File: src/rtl/vector_pkg.sv
// rtl/vector_pkg.sv - shared fixed-point types, ray-marcher scheduler constants and state encoding
//
// Purpose: Q8.24 fixed-point type used across the vector/ray-march datapath,
// helpers that derive the screen-space step and origin from a resolution,
// default constants for the 640x480 frame, and the scheduler FSM encoding.
// No ports (package).
package vector_pkg;

  typedef logic signed [31:0] fp;

  localparam int FP_FRAC = 24;

  // 2.0 in Q8.24; the screen spans 2 units vertically.
  localparam int FP_TWO = 2 << FP_FRAC;

  function automatic fp rm_step_f(input int v_res);
    return fp'(FP_TWO / v_res);
  endfunction

  function automatic fp rm_x0_f(input int h_res, input int v_res);
    return fp'(-(h_res / 2) * (FP_TWO / v_res));
  endfunction

  function automatic fp rm_y0_f(input int v_res);
    return fp'(-(v_res / 2) * (FP_TWO / v_res));
  endfunction

  localparam fp RM_STEP = rm_step_f(480);
  localparam fp RM_X0   = rm_x0_f(640, 480);
  localparam fp RM_Y0   = rm_y0_f(480);

  typedef enum logic [1:0] {
    IDLE  = 2'd0,
    RUN   = 2'd1,
    DRAIN = 2'd2,
    DONE  = 2'd3
  } rm_sched_state_e;

endpackage

File: src/rtl/ray_lane_scheduler_coord.sv
// rtl/ray_lane_scheduler_coord.sv - raster x/y counters with Q8.24 coordinate accumulators
//
// Purpose: walks the frame in raster order, producing the screen-space
// coordinate of the current pixel by accumulation (no multipliers).
// Ports:
//   clk, rst      clock, synchronous active-low reset
//   init          load pixel (0,0): counters cleared, accumulators = origin
//   valid_in      a pixel is being offered downstream
//   ready_in      downstream accepts; valid_in && ready_in advances one pixel
//   screen_x/y    Q8.24 coordinate of the current pixel
//   last          current pixel is the final pixel of the frame
module ray_pixel_coord_gen
  import vector_pkg::*;
#(
  parameter int H_RES = 640,
  parameter int V_RES = 480,
  parameter fp  STEP  = RM_STEP,
  parameter fp  X0    = RM_X0,
  parameter fp  Y0    = RM_Y0
) (
  input  logic        clk,
  input  logic        rst,
  input  logic        init,
  input  logic        valid_in,
  input  logic        ready_in,
  output logic [31:0] screen_x,
  output logic [31:0] screen_y,
  output logic        last
);

  localparam int XW = (H_RES > 1) ? $clog2(H_RES) : 1;
  localparam int YW = (V_RES > 1) ? $clog2(V_RES) : 1;

  logic [XW-1:0] x_q, x_d;
  logic [YW-1:0] y_q, y_d;
  logic [31:0]   sx_q, sx_d;
  logic [31:0]   sy_q, sy_d;

  always_comb begin
    x_d  = x_q;
    y_d  = y_q;
    sx_d = sx_q;
    sy_d = sy_q;
    if (init) begin
      x_d  = '0;
      y_d  = '0;
      sx_d = X0;
      sy_d = Y0;
    end else if (valid_in && ready_in) begin
      if (x_q == XW'(H_RES - 1)) begin
        // Reload X0 instead of accumulating so row wraps never drift.
        x_d  = '0;
        sx_d = X0;
        sy_d = sy_q + STEP;
        y_d  = (y_q == YW'(V_RES - 1)) ? '0 : y_q + 1'b1;
      end else begin
        x_d  = x_q + 1'b1;
        sx_d = sx_q + STEP;
      end
    end
  end

  always_ff @(posedge clk) begin
    if (!rst) begin
      x_q  <= '0;
      y_q  <= '0;
      sx_q <= '0;
      sy_q <= '0;
    end else begin
      x_q  <= x_d;
      y_q  <= y_d;
      sx_q <= sx_d;
      sy_q <= sy_d;
    end
  end

  assign screen_x = sx_q;
  assign screen_y = sy_q;
  assign last     = (x_q == XW'(H_RES - 1)) && (y_q == YW'(V_RES - 1));

endmodule

File: src/rtl/ray_lane_scheduler.sv
// rtl/ray_lane_scheduler.sv - frame pixel scheduler: round-robin lane dispatch/collect with credits
//
// Purpose: dispatches raster pixel k to lane (k mod N_LANES), limited by a
// per-lane credit count, and collects results in the same lane order so the
// video stream leaves in raster order without a reorder buffer.
// Ports:
//   clk, rst                 clock, synchronous active-low reset
//   start                    begin one frame (only in IDLE)
//   screen_x/y               shared Q8.24 coordinate bus to the lanes
//   lane_valid/lane_ready    one-hot dispatch handshake
//   res_valid/res_shade      lane results, lane i at res_shade[24*i +: 24]
//   res_ready                one-hot result accept
//   shade_out/valid_out      registered RGB888 stream, ready_in backpressure
//   sof/eol                  first pixel of frame / last pixel of line
//   busy                     not IDLE
//   frame_done               one cycle after the final stream handshake
module ray_lane_scheduler
  import vector_pkg::*;
#(
  parameter int N_LANES      = 4,
  parameter int H_RES        = 640,
  parameter int V_RES        = 480,
  parameter int MAX_INFLIGHT = 8
) (
  input  logic                  clk,
  input  logic                  rst,
  input  logic                  start,
  output logic [31:0]           screen_x,
  output logic [31:0]           screen_y,
  output logic [N_LANES-1:0]    lane_valid,
  input  logic [N_LANES-1:0]    lane_ready,
  input  logic [N_LANES-1:0]    res_valid,
  input  logic [N_LANES*24-1:0] res_shade,
  output logic [N_LANES-1:0]    res_ready,
  output logic [23:0]           shade_out,
  output logic                  valid_out,
  input  logic                  ready_in,
  output logic                  sof,
  output logic                  eol,
  output logic                  busy,
  output logic                  frame_done
);

  localparam int PW  = $clog2(N_LANES);
  localparam int CW  = $clog2(MAX_INFLIGHT + 1);
  localparam int OXW = (H_RES > 1) ? $clog2(H_RES) : 1;
  localparam int OYW = (V_RES > 1) ? $clog2(V_RES) : 1;
  localparam fp  STEP = rm_step_f(V_RES);
  localparam fp  X0   = rm_x0_f(H_RES, V_RES);
  localparam fp  Y0   = rm_y0_f(V_RES);

  rm_sched_state_e state_q, state_d;
  logic [PW-1:0]   disp_ptr_q, disp_ptr_d;
  logic [PW-1:0]   col_ptr_q, col_ptr_d;
  logic [CW-1:0]   credit_q [N_LANES];
  logic [CW-1:0]   credit_d [N_LANES];
  logic [OXW-1:0]  ox_q, ox_d;
  logic [OYW-1:0]  oy_q, oy_d;
  logic            valid_q, valid_d;
  logic [23:0]     shade_q, shade_d;
  logic            sof_q, sof_d;
  logic            eol_q, eol_d;
  logic            last_q, last_d;

  logic frame_init;
  logic disp_hs;
  logic col_hs;
  logic out_hs;
  logic coord_last;

  assign frame_init = (state_q == IDLE) && start;
  assign out_hs     = valid_q && ready_in;
  assign disp_hs    = |(lane_valid & lane_ready);
  assign col_hs     = |(res_valid & res_ready);

  // Dispatch valid depends only on state, pointer and credit; credit can only
  // fall while waiting, so a raised lane_valid stays up until its handshake.
  always_comb begin
    lane_valid = '0;
    if (state_q == RUN && credit_q[disp_ptr_q] < CW'(MAX_INFLIGHT)) begin
      lane_valid[disp_ptr_q] = 1'b1;
    end
  end

  always_comb begin
    res_ready = '0;
    if ((state_q == RUN || state_q == DRAIN) && (!valid_q || ready_in)) begin
      res_ready[col_ptr_q] = 1'b1;
    end
  end

  ray_pixel_coord_gen #(
    .H_RES (H_RES),
    .V_RES (V_RES),
    .STEP  (STEP),
    .X0    (X0),
    .Y0    (Y0)
  ) u_coord (
    .clk      (clk),
    .rst      (rst),
    .init     (frame_init),
    .valid_in (|lane_valid),
    .ready_in (lane_ready[disp_ptr_q]),
    .screen_x (screen_x),
    .screen_y (screen_y),
    .last     (coord_last)
  );

  always_comb begin
    state_d = state_q;
    case (state_q)
      IDLE:    if (start) state_d = RUN;
      RUN:     if (disp_hs && coord_last) state_d = DRAIN;
      DRAIN:   if (out_hs && last_q) state_d = DONE;
      DONE:    state_d = IDLE;
      default: state_d = IDLE;
    endcase
  end

  always_comb begin
    for (int i = 0; i < N_LANES; i++) begin
      credit_d[i] = credit_q[i];
      if ((disp_hs && disp_ptr_q == PW'(i)) && !(col_hs && col_ptr_q == PW'(i))) begin
        credit_d[i] = credit_q[i] + 1'b1;
      end else if (!(disp_hs && disp_ptr_q == PW'(i)) && (col_hs && col_ptr_q == PW'(i))) begin
        credit_d[i] = credit_q[i] - 1'b1;
      end
    end
  end

  always_comb begin
    disp_ptr_d = disp_ptr_q;
    col_ptr_d  = col_ptr_q;
    ox_d       = ox_q;
    oy_d       = oy_q;
    valid_d    = valid_q;
    shade_d    = shade_q;
    sof_d      = sof_q;
    eol_d      = eol_q;
    last_d     = last_q;

    if (disp_hs) disp_ptr_d = disp_ptr_q + 1'b1;

    if (out_hs) begin
      valid_d = 1'b0;
      sof_d   = 1'b0;
      eol_d   = 1'b0;
      last_d  = 1'b0;
    end

    // A new result can be loaded in the same cycle the held one leaves.
    if (col_hs) begin
      col_ptr_d = col_ptr_q + 1'b1;
      valid_d   = 1'b1;
      shade_d   = res_shade[24*col_ptr_q +: 24];
      sof_d     = (ox_q == '0) && (oy_q == '0);
      eol_d     = (ox_q == OXW'(H_RES - 1));
      last_d    = (ox_q == OXW'(H_RES - 1)) && (oy_q == OYW'(V_RES - 1));
      if (ox_q == OXW'(H_RES - 1)) begin
        ox_d = '0;
        oy_d = (oy_q == OYW'(V_RES - 1)) ? '0 : oy_q + 1'b1;
      end else begin
        ox_d = ox_q + 1'b1;
      end
    end

    if (frame_init) begin
      disp_ptr_d = '0;
      col_ptr_d  = '0;
      ox_d       = '0;
      oy_d       = '0;
    end
  end

  always_ff @(posedge clk) begin
    if (!rst) begin
      state_q    <= IDLE;
      disp_ptr_q <= '0;
      col_ptr_q  <= '0;
      ox_q       <= '0;
      oy_q       <= '0;
      valid_q    <= 1'b0;
      shade_q    <= '0;
      sof_q      <= 1'b0;
      eol_q      <= 1'b0;
      last_q     <= 1'b0;
      for (int i = 0; i < N_LANES; i++) credit_q[i] <= '0;
    end else begin
      state_q    <= state_d;
      disp_ptr_q <= disp_ptr_d;
      col_ptr_q  <= col_ptr_d;
      ox_q       <= ox_d;
      oy_q       <= oy_d;
      valid_q    <= valid_d;
      shade_q    <= shade_d;
      sof_q      <= sof_d;
      eol_q      <= eol_d;
      last_q     <= last_d;
      for (int i = 0; i < N_LANES; i++) credit_q[i] <= credit_d[i];
    end
  end

  assign shade_out  = shade_q;
  assign valid_out  = valid_q;
  assign sof        = sof_q;
  assign eol        = eol_q;
  assign busy       = (state_q != IDLE);
  assign frame_done = (state_q == DONE);

endmodule
File: config.mk
export PLATFORM = sky130hd
export DESIGN_NAME = ray_lane_scheduler
export DESIGN_NICKNAME = d
export VERILOG_FILES = /design/src/rtl/vector_pkg.sv /design/src/rtl/ray_lane_scheduler_coord.sv /design/src/rtl/ray_lane_scheduler.sv
export SDC_FILE = /design/constraint.sdc
export NUM_CORES = 1
export LEC_CHECK = 0
export BUFFER_PORTS_ARGS = -buffer_cell sky130_fd_sc_hd__buf_4
export CELL_PAD_IN_SITES_DETAIL_PLACEMENT = 0
export CELL_PAD_IN_SITES_GLOBAL_PLACEMENT = 2
export CORE_UTILIZATION = 29
export CTS_CLUSTER_SIZE = 16
export DETAILED_ROUTE_END_ITERATION = 7
export GPL_TIMING_DRIVEN = 0
export PLACE_DENSITY_LB_ADDON = 0.1
export SETUP_SLACK_MARGIN = 0.1
export SKIP_CTS_REPAIR_TIMING = 1
export SLEW_MARGIN = 20
export SYNTH_ARGS = -nofsm -noshare
export SYNTH_HDL_FRONTEND = slang
export SYNTH_HIERARCHICAL = 1
export SYNTH_SLANG_ARGS = --single-unit
File: constraint.sdc
create_clock -name clk -period 3.2 [get_ports clk]
set_input_delay 0.16 -clock clk [delete_from_list [all_inputs] [get_ports clk]]
set_output_delay 0.16 -clock clk [all_outputs]
set_load 0.1 [all_outputs]
==> results.md <==
| Metric | Value |
|:---|:---|
| Total via count after detailed routing | 7675 |
| Part of the cycle the worst path needs | 94.6% |
| Count of final hold-check violations | 0 |
| Slew at the pin closest to its max-slew limit | 0.865 ns |
| Worst Setup Start Kind | register |
| HPWL Detailed | 19400 µm |
| Avg WL per Cell | 16.4 µm |
| Area growth, synth to finish | 36.4% |
| Worst min-delay path class | in -> reg |
| Crit path max fanout | 10 |
| Footprint of the flip-flops and latches | 0.00309 mm² |
| Detailed-route DRC error count | 0 |
| Clock tree from TritonCTS | done |
| Worst IR Drop VDD | 0.589 mV |
| Yosys warns | 6 |
| Net Sw Power | 4020 µW |
| Die Area | 0.0294 mm² |
| Quantity of I/O buffers inserted on ports | 208 |
| Setup TNS after final layout | 0 ns |
| Max-slew violation total from the final report | 0 |
| Clock share of power | 22.9% |
| Part of the Yosys area used for sequential elements | 37.1% |
| Leakage power summed over all cells | 0.00442 µW |
| Tmin final | 3.03 ns |
| Final hold slack | 0.117 ns |
| Final setup skew | 0.0126 ns |
| Maximum clock frequency | 0.330 GHz |
| Cells after synthesis | 925 |
| Die extent in x | 171 µm |
| Global-route wire length before repair | 40300 µm |
| ANT cells | 0 |
| Number of detailed-routing iterations run before antenna repair | 4 |
| Slew headroom | 41.9% |
| Worst Path Arrival | 3.38 ns |
| Initial antenna violation count | 0 |
| Number of enable-type register cells in the synthesized netlist | 0 |
| Total GRT Usage | 17.6% |
| Layout Utilization | 40.5% |
| Number of sinks driven by the clock tree | 154 |
| Proportion of power drawn by flip-flops and latches | 28.5% |
| Post-synthesis net count | 1070 |
| Number of H-tree branching levels | 4 |
| Main flop type after synthesis | sky130_fd_sc_hd__dfxtp_1 |
| Power per unit of standard cell area | 741 mW/mm² |
| Area used by multi-input combinational logic | 0.00513 mm² |
| Top Ports | 209 |
| Crit. End Element | register |
| Switching portion of total power | 47.9% |
| Count of nets after finishing | 1319 |
| Data required time at the worst endpoint | 3.56 ns |
| Worst-skew pair later-pin latency | 0.42 ns |
| Number of flip-flops and latches in the synthesized netlist | 154 |
| Global route total overflow | 0 |
| Final setup violation count | 0 |
| Netlist area before placement | 0.00832 mm² |
| Initial detailed-routing violation count | 357 |
| Detailed-route vias per instance | 4.90 |
| Distinct cell type count after synthesis | 76 |
| Pint | 4380 µW |
| Layout cell share with drive strength beyond 1 | 31.3% |
| Max-cap violation count | 0 |
| Fill cell count | 2951 |
| Clock root cell | sky130_fd_sc_hd__clkbuf_16 |
| Status | complete, no violations |
| Vias in the first global route | 7294 |
| Largest net degree at the start of global routing | 17 |
| Placeable core region | 0.0280 mm² |
| Synthesized area per cell | 8.99 µm² |
| Type of the setup path with the least slack | reg -> reg |
| Unrepaired setup endpoints after global routing | true |
| Final weighted congestion of routability-driven global placement | 0.784 |
| # rows | 61 |
| Total clock buffers created by CTS | 17 |
| Clock Path Buffers | 2 |
| FFs w/ async S/R, synth | 0% |
| Post-route ant nets | 0 |
| Clock-pin slew reported for the worst setup and hold paths after clock tree synthesis | 0.07 ns |
| Initial core utilization | 29.7% |
| Routed WL | 25700 µm |
| Combinational fraction of design power | 48.6% |
| Height of the die | 171 µm |
cell usage in the layout, fill, tap and decap left out, types with 13 or more instances in the layout:
master	count
sky130_fd_sc_hd__o31ai_1	18
sky130_fd_sc_hd__or4_1	16
sky130_fd_sc_hd__clkbuf_1	21
sky130_fd_sc_hd__o21ai_0	17
sky130_fd_sc_hd__buf_4	232
sky130_fd_sc_hd__inv_1	20
sky130_fd_sc_hd__a21oi_1	70
sky130_fd_sc_hd__nand2_1	95
sky130_fd_sc_hd__xor2_1	45
sky130_fd_sc_hd__nand4_1	24
sky130_fd_sc_hd__nand3_1	36
sky130_fd_sc_hd__a31oi_1	13
sky130_fd_sc_hd__dfxtp_1	151
sky130_fd_sc_hd__mux2i_1	13
sky130_fd_sc_hd__and3_1	17
sky130_fd_sc_hd__clkbuf_16	17
sky130_fd_sc_hd__nor2_1	91
sky130_fd_sc_hd__or3_1	15
sky130_fd_sc_hd__ha_1	26
sky130_fd_sc_hd__xnor2_1	24
sky130_fd_sc_hd__mux4_2	26
cell usage after synthesis, drive strengths merged (17+ instances only):
library cell / count / area share (%)
xnor2: 24 / 2.5
clkbuf: 30 / 1.4
nand3: 38 / 2.4
or4: 18 / 1.7
and3: 17 / 1.3
ha: 33 / 5.0
a21oi: 74 / 4.5
mux4: 26 / 7.0
xor2: 45 / 4.7
inv: 27 / 1.2
dfxtp: 154 / 37
nand4: 25 / 2.0
o31ai: 18 / 1.6
nor2: 93 / 4.2
o21ai: 21 / 1.3
nand2: 101 / 4.6
stage by stage:
step                      cell area [µm²]  total power, µW  setup slack, ns  cells
after floorplan                      8360             5350            0.115    925
after global placement              10400             6330           -0.472   1511
after detailed placement            10400             6330           -0.470   1511
after CTS                           10900             8310           -0.501   1543
after global routing                11300             8880           0.0842   1565
final                               11300             8400            0.171   1565
critical path: stages, from the launching register on:
cell                         delay [ns]
sky130_fd_sc_hd__dfxtp_2           0.34
sky130_fd_sc_hd__buf_6             0.11
sky130_fd_sc_hd__buf_12            0.10
sky130_fd_sc_hd__clkinvlp_4        0.11
sky130_fd_sc_hd__ha_4              0.20
sky130_fd_sc_hd__a22o_1            0.24
sky130_fd_sc_hd__o211a_1           0.23
sky130_fd_sc_hd__buf_6             0.14
sky130_fd_sc_hd__buf_12            0.15
sky130_fd_sc_hd__nand2_2           0.11
sky130_fd_sc_hd__ha_4              0.15
sky130_fd_sc_hd__inv_2             0.05
sky130_fd_sc_hd__ha_1              0.26
sky130_fd_sc_hd__a21o_1            0.19
sky130_fd_sc_hd__a21oi_2           0.15
sky130_fd_sc_hd__mux2i_1           0.23
sky130_fd_sc_hd__mux2i_1           0.20
power by group through the flow:
stage,clock [µW],sequential [µW],combinational [µW]
global route,2070,2440,4360
CTS,2000,2400,3910
detailed placement,0,2440,3890
global placement,0,2440,3890
floorplan,0,3700,1650
finish,1920,2400,4090
cell type report:
class,instances,area share (%)
repair buffers,230,15.2
inverters,28,0.960
multi-input cells,697,45.2
clock inverters,13,0.982
flip-flops and latches,154,27.2
clock buffers,19,3.82
well taps,378,4.17
plain buffers,46,2.39
per-layer routing:
| metal | wire length (µm) | part of all wire, % | GRT usage [%] |
|---|---|---|---|
| met1 | 11400 | 44 | 22.8 |
| met5 | 0 | 0 | 0 |
| met3 | 1440 | 5.6 | 4.10 |
| met4 | 128 | 0.50 | 3.03 |
| met2 | 12700 | 50 | 29.9 |
final timing paths:
kind,start,to,slack [ns],cells past startpoint
max,col_ptr_q[0],credit_q[1][3],0.17,16
max reg2reg,col_ptr_q[0],credit_q[1][3],0.17,16
min,rst,u_coord/screen_y[31],0.12,3
min reg2reg,shade_out[23],shade_out[23],0.46,2
logic make-up after synthesis:
family | count (synthesis) | synth area share [%]
xor+xnor | 69 | 7.27
flops | 154 | 37.1
mux | 39 | 8.61
fa+ha+maj | 37 | 5.93
buf+inv | 74 | 3.54
simple gates | 368 | 23.0
compound gates | 184 | 14.6
sequential cells by signal, indices dropped and copies added (netlist names), named ones only:
register / count
u_coord/screen_x: 32
u_coord/screen_y: 32
shade_out: 24
credit_q: 16
ox_q: 10
u_coord/x_q: 10
oy_q: 9
u_coord/y_q: 9
col_ptr_q: 2
disp_ptr_q: 2
state_q: 2
eol: 1
last_q: 1
sof: 1
valid_out: 1
Note: power is estimated with default switching activity, not from simulation.
